## config.mk

```make
export PLATFORM = sky130hd
export DESIGN_NAME = decoder_rr_arbiter
export DESIGN_NICKNAME = d
export VERILOG_FILES = /design/src/rtl/decoder_rr_arbiter.sv
export SDC_FILE = /design/constraint.sdc
export NUM_CORES = 1
export LEC_CHECK = 0
export ABC_CLOCK_PERIOD_IN_PS = 2800
export CAP_MARGIN = 0
export CORE_ASPECT_RATIO = 0.6
export CORE_MARGIN = 4
export CORE_UTILIZATION = 35
export CTS_BUF_LIST = sky130_fd_sc_hd__clkbuf_4
export CTS_CLUSTER_SIZE = 30
export DETAILED_ROUTE_END_ITERATION = 6
export DONT_BUFFER_PORTS = 1
export GPL_TIMING_DRIVEN = 0
export PLACE_DENSITY = 0.47
export RECOVER_POWER = 50
export SLEW_MARGIN = 40
export SYNTH_ARGS = -nofsm -noshare
export SYNTH_HDL_FRONTEND = slang
export SYNTH_SLANG_ARGS = --single-unit
```

## constraint.sdc

```tcl
create_clock -name clk -period 2.8 [get_ports clk]
set_input_delay 0 -clock clk [delete_from_list [all_inputs] [get_ports clk]]
set_output_delay 0 -clock clk [all_outputs]
set_load 0.005 [all_outputs]
```

## src/rtl/decoder_rr_arbiter.sv

```systemverilog
// Round-robin arbiter for eight requesters with a decoder-style one-hot grant.
// The winner holds the resource until release, a request drop, en low or MAX_HOLD cycles.
module decoder_rr_arbiter #(
  parameter int MAX_HOLD = 16
) (
  input  logic       clk,
  input  logic       rst_n,
  input  logic       en,
  input  logic [7:0] req,
  input  logic       done,
  output logic [7:0] gnt,
  output logic [2:0] gnt_idx,
  output logic       gnt_valid,
  output logic       timeout
);

  localparam int HOLD_W = (MAX_HOLD > 2) ? $clog2(MAX_HOLD) : 1;
  localparam logic [HOLD_W-1:0] HOLD_LAST = HOLD_W'(MAX_HOLD - 1);

  typedef enum logic {
    IDLE  = 1'b0,
    GRANT = 1'b1
  } state_t;

  state_t            state, state_nxt;
  logic [HOLD_W-1:0] hold_cnt, hold_nxt;
  logic [2:0]        ptr, ptr_nxt;
  logic [2:0]        gnt_idx_nxt;
  logic              gnt_valid_nxt;
  logic              timeout_nxt;
  logic [7:0]        gnt_nxt;

  logic              pick_found;
  logic [2:0]        pick_idx;
  logic              rel_en, rel_own, rel_hold;

  // Search starts one past the last owner, so that owner is served last.
  function automatic logic [3:0] rr_pick(input logic [7:0] r, input logic [2:0] p);
    logic [3:0] res;
    logic [2:0] idx;
    res = 4'b0000;
    for (int k = 1; k <= 8; k++) begin
      idx = p + 3'(k);
      if (r[idx] && !res[3]) res = {1'b1, idx};
    end
    return res;
  endfunction

  function automatic logic [7:0] dec3to8(input logic [2:0] a, input logic e);
    return e ? (8'h01 << a) : 8'h00;
  endfunction

  assign {pick_found, pick_idx} = rr_pick(req, ptr);

  assign rel_en   = !en;
  assign rel_own  = done || !req[gnt_idx];
  assign rel_hold = (hold_cnt == HOLD_LAST);

  always_comb begin
    state_nxt     = state;
    hold_nxt      = hold_cnt;
    ptr_nxt       = ptr;
    gnt_idx_nxt   = gnt_idx;
    gnt_valid_nxt = gnt_valid;
    timeout_nxt   = 1'b0;
    case (state)
      IDLE: begin
        gnt_valid_nxt = 1'b0;
        if (en && pick_found) begin
          state_nxt     = GRANT;
          gnt_idx_nxt   = pick_idx;
          ptr_nxt       = pick_idx;
          gnt_valid_nxt = 1'b1;
          hold_nxt      = '0;
        end
      end
      GRANT: begin
        if (rel_en || rel_own || rel_hold) begin
          state_nxt     = IDLE;
          gnt_valid_nxt = 1'b0;
          // Pulse only when the hold limit is the sole reason for release.
          timeout_nxt   = !rel_en && !rel_own;
        end else begin
          hold_nxt = hold_cnt + 1'b1;
        end
      end
      default: begin
        state_nxt     = IDLE;
        gnt_valid_nxt = 1'b0;
      end
    endcase
    gnt_nxt = dec3to8(gnt_idx_nxt, gnt_valid_nxt);
  end

  always_ff @(posedge clk) begin
    if (!rst_n) begin
      state     <= IDLE;
      hold_cnt  <= '0;
      ptr       <= 3'd7;
      gnt_idx   <= 3'd0;
      gnt_valid <= 1'b0;
      gnt       <= 8'h00;
      timeout   <= 1'b0;
    end else begin
      state     <= state_nxt;
      hold_cnt  <= hold_nxt;
      ptr       <= ptr_nxt;
      gnt_idx   <= gnt_idx_nxt;
      gnt_valid <= gnt_valid_nxt;
      gnt       <= gnt_nxt;
      timeout   <= timeout_nxt;
    end
  end

endmodule

```

### After elaboration in Yosys (flattened, before gate mapping)

Cells that the tools add are included.

| operators by class | value |
|---|---|
| add/subtract/negate cells | 8 |
| multiply operators | 0 |
| div/mod/pow operators | 0 |
| order comparisons | 9 |
| eq/ne operators | 3 |
| shift operators | 1 |
| mux-type cells | 36 |
| bitwise operators | 1 |
| reductions and logical operators | 26 |

Operators with widths:

| operator | number |
|---|---|
| 4-bit two-way mux | 10 |
| 3-bit by 4-bit less-than comparator with 1-bit output, second input constant | 9 |
| 1-bit binary-select mux with 3-bit select | 9 |
| 3-bit adder, second input constant | 4 |
| 1-bit two-way mux | 12 |
| 1-bit logical NOT | 10 |
| 1-bit logical AND | 9 |
| 4-bit one-hot mux with 2 select lines | 1 |
| 1-bit by 3-bit left shift with 8-bit output, first input constant | 1 |
| 3-bit by 2-bit adder with 3-bit output, second input constant | 2 |
| 3-bit two-way mux | 2 |
| 2-bit AND reduction | 3 |
| 4-bit by 1-bit adder with 4-bit output, second input constant | 1 |
| 4-bit == test, second input constant | 1 |
| 2-bit inequality test, second input constant | 2 |
| 1-bit one-hot mux with 2 select lines | 2 |
| 3-bit by 1-bit adder with 3-bit output, second input constant | 1 |
| 1-bit logical OR | 3 |
| 3-bit AND reduction | 1 |
| 1-bit NOT | 1 |

| word-level totals | value |
|---|---|
| register bits after elaboration | 21 |
| latch bits | 0 |
| bits in writable memories | 0 |
| memory bits (read-only) | 0 |
| bits of input ports | 12 |
| output and inout port bits | 13 |
| word-level logic and storage cells | 91 |
| memories | 0 |

### Longest topological paths before layout

Gate-level depths: netlist of the first run.

| logic depth | value |
|---|---|
| word-level depth | 29 |
| depth in mapped cells | 13 |
| mapped depth without buffers | 10 |

### Worst setup path after synthesis of the first run

Ideal clock, no wire load.

| timing path | value |
|---|---|
| path kind | reg2reg |
| from | reg ptr[0] |
| to | reg gnt[3] |
| setup time | 0.065 ns |
| arrival | 2.937 ns |
| data required time | 2.735 ns |
| slack | -0.202 ns |
| cell stages (with the launch flop) | 13 |
| buffers on the path | 2 |
| clock period less this slack | 3.002 ns |
| path through | dfxtp_1 -> buf_6 -> inv_1 -> ha_1 -> buf_6 -> mux4_2 -> mux2i_1 -> a32o_2 -> nand3_4 -> o311a_1 -> o21bai_4 -> nor4bb_4 -> nor2b_1 |

| on the way | value |
|---|---|
| cells in the longest elaborated chain, start to end | 29 |
| elaborated cells on any way between the ends | 52 |
| those cells by class | add/sub: 7; shift: 1; mux: 28; reduce/logical: 16 |

RTL lines:

| item | RTL line | RTL |
|---|---|---|
| start: declaration | 27 | `logic [2:0] ptr, ptr_nxt;` |
| start signal: assignment | 107 | `ptr <= ptr_nxt;` |
| 3-bit by 1-bit adder with 3-bit output | 43 | `idx = p + 3'(k);` |
| 1-bit binary-select mux with 3-bit select | 44 | `if (r[idx] && !res[3]) res = {1'b1, idx};` |
| 1-bit two-way mux (implied by the code) | 44 |  |
| 4-bit two-way mux | 44 |  |
| 1-bit logical NOT | 44 |  |
| 1-bit logical AND | 44 |  |
| 4-bit two-way mux | 44 |  |
| 1-bit logical NOT | 44 |  |
| (+13 left out) | - |  |
| 4-bit two-way mux | 44 |  |
| 1-bit logical NOT | 44 |  |
| 1-bit logical AND | 44 |  |
| 4-bit two-way mux (*) | 44 |  |
| 1-bit logical AND | 69 | `if (en && pick_found) begin` |
| 1-bit two-way mux or 3-bit two-way mux (tied branches) | 69 |  |
| 1-bit one-hot mux with 2 select lines or 3-bit two-way mux (tied branches) | 66 | `case (state)` |
| 2-bit AND reduction (no source line) or 1-bit by 3-bit left shift with 8-bit output (tied branches) | - |  |
| end signal: assignment | 110 | `gnt <= gnt_nxt;` |
| end: declaration | 11 | `output logic [7:0] gnt,` |

Every way passes the cells marked *; elsewhere a longest branch is shown, timed or not. The select of a mux whose other input is x is not followed.
A chain may end at the register's enable or synchronous reset.

### Worst setup path after layout of the first run

| timing path | value |
|---|---|
| from | reg ptr[0] |
| to | reg gnt[4] |

The elaborated chain is that of the path after synthesis.

==> results_dict.tcl, run 1 <==
set metrics [dict create \
    outcome "finished with violations" \
    violations "negative setup slack" \
    wl_per_cell_um 19.7 \
    clk_pin_slew_worst_paths_ns 0.12 \
    min_path_type "input port to flip-flop" \
    cp-end-kind "flip-flop" \
    nNetsFinal 241 \
    drc 0 \
    setup_viol 17 \
    ios 25 \
    syn_avg_cell_area_um2 10.1 \
    syn_to_final_growth_pct 27.8 \
    period_minus_slack_ns 3.04 \
    cts_max_level 1 \
    worstSetupPathType "flip-flop to flip-flop" \
    yosysWarnings 0 \
    drt_pre_antenna_iters 4 \
    netlist_area_um2 1990 \
    rsz0062_at_grt "true" \
    arrival_ns 3.27 \
    power_density_nw_per_um2 1460 \
    slew_headroom_pct 62.4 \
    viasPerCell 5.82 \
    crit_required_ns 3.03 \
    r2r_slack_ns -0.24 \
    grt_pass1_wl_mm 9.32 \
    initialDrtViolationCount 130 \
    crit_path_top_delay_cell "mux4_2" \
    cts.sinks 21 \
    die_w_um 105 \
    core_region_area_um2 5280 \
    tightestPinTransition_ns 0.563 \
    dp_hpwl_mm 4.29 \
    min_to "hold_cnt[2]" \
    ir_worst_vdd_mv 0.485 \
    clock_latency_ns 0.31 \
    clock.fmax_mhz 328 \
    ys_seq_area_share_pct 21.1 \
    leakage_nw 0.932 \
    final_max_slew_viol_count 0 \
    fillers 474 \
    crit_buf_inv 2 \
    grt_max_degree 13 \
    n_antenna_cell 0 \
    fin_ws_ns -0.245 \
    die-area_um2 7000 \
    routed_wl_mm 5.94 \
    start_util_pct 37.7 \
    cts_tree "done" \
    cp-start-kind "flip-flop" \
    post-place-ws_ns -0.404 \
    grt_usage_pct 17.1 \
    gp_congestion 0.857 \
    ant_nets 0 \
    ys_seq_elements 21 \
    synth_nets 212 \
    num_rows 20 \
    antenna_found_initial 0 \
    layout_common_cells "buf_4, dfxtp_1, mux4_2, nor2_1, a21oi_1" \
    fin_area_um2 2540 \
    power.total_mw 3.71 \
    synthCells 197 \
    vias 1759 \
    synth_edf_count 0 \
    drive_gt1_share_pct 47.1 \
    finClkSkew_ns 0.00408 \
    critPathTopFamily "compound AO/OA/AOI/OAI gates" \
    ys_types 65 \
    rr_endpoint "gnt[4]" \
    r2r_cells 11 \
    dpl_cell_area_um2 2140 \
    grt_pass1_vias 1716 \
    cap_violations 0 \
    ys.flop_type "dfxtp_1" \
    cp_cell_sequence "buf_12 -> inv_8 -> ha_4 -> mux4_2 -> mux2i_2 -> a32o_2 -> nand3_4 -> o31a_1 -> o32a_1 -> nand2_8 -> nor4b_4" \
    io_buffers 0 \
    hp-start "en" \
    clk_path_buf_depth 2 \
    synthArstFlopShare_pct 0 \
    die_h_um 66.4 \
    rr_startpoint "ptr[0]" \
    final_util_pct 48.2 \
    grt-ovfl-total 0 \
    min_path_cells 4 \
    clock-root-buffer "clkbuf_4" \
    cts-buffers-inserted 3 \
    fin_crit_sh_pct 109 \
    max_stage_delay_ns 0.52 \
    path_max_fanout 8 \
    mostFrequentLayoutCell "buf_4" \
    hold_viol 0 \
]
[cell families after synthesis]
family / count (synthesis) / synth area share [%]
fa+ha+maj: 3 / 1.88
simple gates: 62 / 18.5
flops: 21 / 21.1
xor+xnor: 6 / 3.39
buf+inv: 17 / 5.84
compound gates: 52 / 20.4
mux: 36 / 29.0
[tightest hold or removal path, cell delays in order]
cell and delay, ns:
nand2_1 0.03, or3_1 0.16, o22a_1 0.14, nor2_1 0.04
[registers in the layout (all words and copies together), names as in the netlist]
name,flops
timeout,1
gnt_idx,3
gnt,8
gnt_valid,1
hold_cnt,4
state,1
ptr,3
[layout make-up]
cell class	count	area [um2]	area share, %
plain buffers	8	95.1	3.74
inverters	8	37.5	1.47
flip-flops and latches	21	428	16.8
multi-input cells	159	1660	65.3
well taps	77	96.3	3.79
repair buffers	25	199	7.82
clock buffers	3	22.5	0.885
clock inverters	1	5.00	0.197
[layer usage]
metal	up-vias	GRT usage, %	share of wire [%]
li1	819	-	-
met1	862	26.9	49
met2	74	24.2	42
met3	4	4.49	8.9
met4	0	0.491	0.47
met5	-	0	0
[synthesized netlist by cell type, types with 4 or more instances]
cell	count	area, um2
buf_6	4	45.0
nand3_1	6	30.0
nor3_1	4	20.0
mux2i_1	13	130
inv_1	7	26.3
nand2_1	10	37.5
nor2_1	16	60.1
a21oi_1	12	60.1
o21ai_0	6	30.0
dfxtp_1	21	420
mux4_2	13	293
nor2b_1	4	25.0
mux2_2	4	45.0
[per-stage QoR]
| stage | hold WS, ns | instances | TNS (ns) |
|---|---|---|---|
| CTS | 0.0914 | 297 | -2.06 |
| global route | 0.111 | 302 | -4.46 |
| floorplan | 0.0710 | 197 | -0.0897 |
| finish | 0.0963 | 302 | -2.05 |
| global placement | 0.126 | 274 | -4.41 |
| detailed placement | 0.112 | 274 | -4.52 |
[repair_timing]
action | 4_1_cts | 5_1_grt
resized for setup | 19 | 26
buffers inserted | 17 | 5
hold endpoints to repair | 3 | 0
hold buffers | 3 | 0
setup endpoints to repair | 20 | 20
pin swaps | 14 | 16
[how the worst max path moves through the flow]
stage	start	to	slack, ns	cells past startpoint
2_1_floorplan	ptr[0]	gnt[7]	-0.05	11
3_3_place_gp	ptr[1]	gnt[4]	-0.38	12
3_5_place_dp	ptr[1]	gnt[6]	-0.40	12
4_1_cts	ptr[0]	gnt[4]	-0.22	12
5_1_grt	ptr[0]	gnt[4]	-0.39	11
6_report	ptr[0]	gnt[4]	-0.24	11
[where the power goes]
part           total, mW  internal [mW]  switching, mW
clock network      0.146         0.0534         0.0924
registers          0.428          0.362         0.0658
logic               3.13           1.49           1.65
Note: power is estimated with default switching activity, not from simulation.
==> run 2, diff against run 1 <==
ABC_CLOCK_PERIOD_IN_PS = 3350   (was 2800)
CORE_UTILIZATION = 45   (was 35)
PLACE_DENSITY = 0.56   (was 0.47)
clock period = 3.35 ns   (was 2.8 ns; I/O delays follow)
==> results_dict.tcl, run 2 (synthesized netlist as in run 1, its figures left out) <==
set metrics [dict create \
    internal_power_mw 1.32 \
    mostFrequentLayoutCell "dfxtp_1" \
    worstSetupPathType "flip-flop to flip-flop" \
    die-area_um2 5590 \
    start_util_pct 47.6 \
    grt_max_degree 12 \
    die_w_um 93.9 \
    crit_required_ns 3.61 \
    r2r_slack_ns 0.17 \
    ios 25 \
    finClkSkew_ns 0.00599 \
    combPwrFrac_pct 80.8 \
    ir_worst_vdd_mv 0.576 \
    fin_crit_sh_pct 94.8 \
    dpl_cell_area_um2 2070 \
    num_rows 18 \
    cap_violations 0 \
    p_seq_share_pct 14.2 \
    dp_hpwl_mm 4.10 \
    min_path_type "input port to flip-flop" \
    n_antenna_cell 0 \
    cts_tree "done" \
    fin_cells 271 \
    grt_pass1_vias 1615 \
    final_max_slew_viol_count 0 \
    cts-buffers-inserted 3 \
    antenna_found_initial 0 \
    wl_per_cell_um 19.9 \
    layout_common_cells "dfxtp_1, nor2_1, mux4_2, a21oi_1" \
    cts_max_level 1 \
    cts.sinks 21 \
    reg_top3 "gnt x8, hold_cnt x4" \
    leakage_nw 0.821 \
    core_region_area_um2 4190 \
    slew_headroom_pct 60.7 \
    nNetsFinal 227 \
    clk_pin_slew_worst_paths_ns 0.11 \
    routed_wl_mm 5.38 \
    cp-start-kind "flip-flop" \
    grt_pass1_wl_mm 8.52 \
    cp-end-kind "flip-flop" \
    grt-ovfl-total 0 \
    die_h_um 59.5 \
    period_minus_slack_ns 3.18 \
    vias 1708 \
    rsz0062_at_grt "false" \
    drive_gt1_share_pct 31.3 \
    fin_area_um2 2240 \
    gp_congestion 0.903 \
    arrival_ns 3.43 \
    tightestPinTransition_ns 0.589 \
    largest_register "gnt" \
    grt_usage_pct 20.1 \
    drc 0 \
    switching_share_pct 48.9 \
    p_switching_mw 1.27 \
    pwr-share-clk_pct 5.0 \
    hold_viol 0 \
    clock_latency_ns 0.31 \
    path_max_fanout 10 \
    outcome "finished, final reports clean" \
    largest_reg_flops 8 \
    clk_path_buf_depth 2 \
    syn_to_final_growth_pct 12.2 \
    dp.cells 257 \
    drt_pre_antenna_iters 4 \
    viasPerCell 6.30 \
    initialDrtViolationCount 106 \
    setup_viol 0 \
    clock.fmax_mhz 315 \
    finalSetupTns_ns 0 \
    clock-root-buffer "clkbuf_4" \
    power_density_nw_per_um2 1160 \
    ant_nets 0 \
    io_buffers 0 \
]
## run 2: what timing repair did
action | CTS | global route
cloned | 0 | 2
endpoints found under the hold margin | 3 | 0
hold buffers | 3 | 0
pin swaps | 4 | 5
setup endpoints to repair | 8 | 11
buffers inserted | 4 | 1
gates resized for setup | 3 | 11
## run 2: path summary, 6_finish.rpt
check | startpoint | endpoint | depth (start not counted)
worst max-delay path | ptr[0] | gnt[3] | 12
worst min register to register | hold_cnt[3] | hold_cnt[3] | 2
worst max register to register | ptr[0] | gnt[3] | 12
worst min-delay path | en | hold_cnt[2] | 4
## run 2: worst max-delay path: stages (launching register included)
cell and delay [ns]:
dfxtp_4 0.39, buf_12 0.14, clkinvlp_4 0.11, ha_4 0.28, buf_6 0.12, mux4_2 0.51
mux2i_2 0.18, a32o_2 0.28, nand3_4 0.11, o311a_1 0.35, o21bai_4 0.22, nor4bb_4 0.29
nor2b_1 0.14
## run 2: final cells by class
type / instances / area, um2
Tap cell: 60 / 75.1
Timing Repair Buffer: 9 / 72.6
Inverter: 8 / 33.8
Multi-Input combinational cell: 160 / 1490
Clock buffer: 4 / 30.0
Buffer: 9 / 103
Sequential cell: 21 / 428
Fill cell: 396 / 1950
## run 2: power by group through the flow
| stage | sequential, mW | combinational (mW) | clock [mW] |
|---|---|---|---|
| after floorplan | 0.343 | 1.54 | 0 |
| after global placement | 0.364 | 1.85 | 0 |
| after detailed placement | 0.365 | 1.87 | 0 |
| after CTS | 0.362 | 1.95 | 0.131 |
| after global routing | 0.376 | 2.25 | 0.140 |
| final | 0.368 | 2.10 | 0.129 |
## run 2: through the flow
step                      power [mW]  util (%)  hold slack, ns  setup slack (ns)
after global routing            2.77      53.4           0.116            0.0124
final                           2.59      53.4          0.0794             0.173
after CTS                       2.44      51.6          0.0750            0.0440
after detailed placement        2.24      49.3          0.0893            -0.131
after global placement          2.21      49.3          0.0813           -0.0655
after floorplan                 1.89         -          0.0711             0.348
## run 2: metal layers
layer  part of all wire (%)  global-route usage (%)
met1                     49                    30.8
met2                     42                    27.5
met3                    9.1                    6.60
met4                   0.39                    2.88
met5                      0                       0
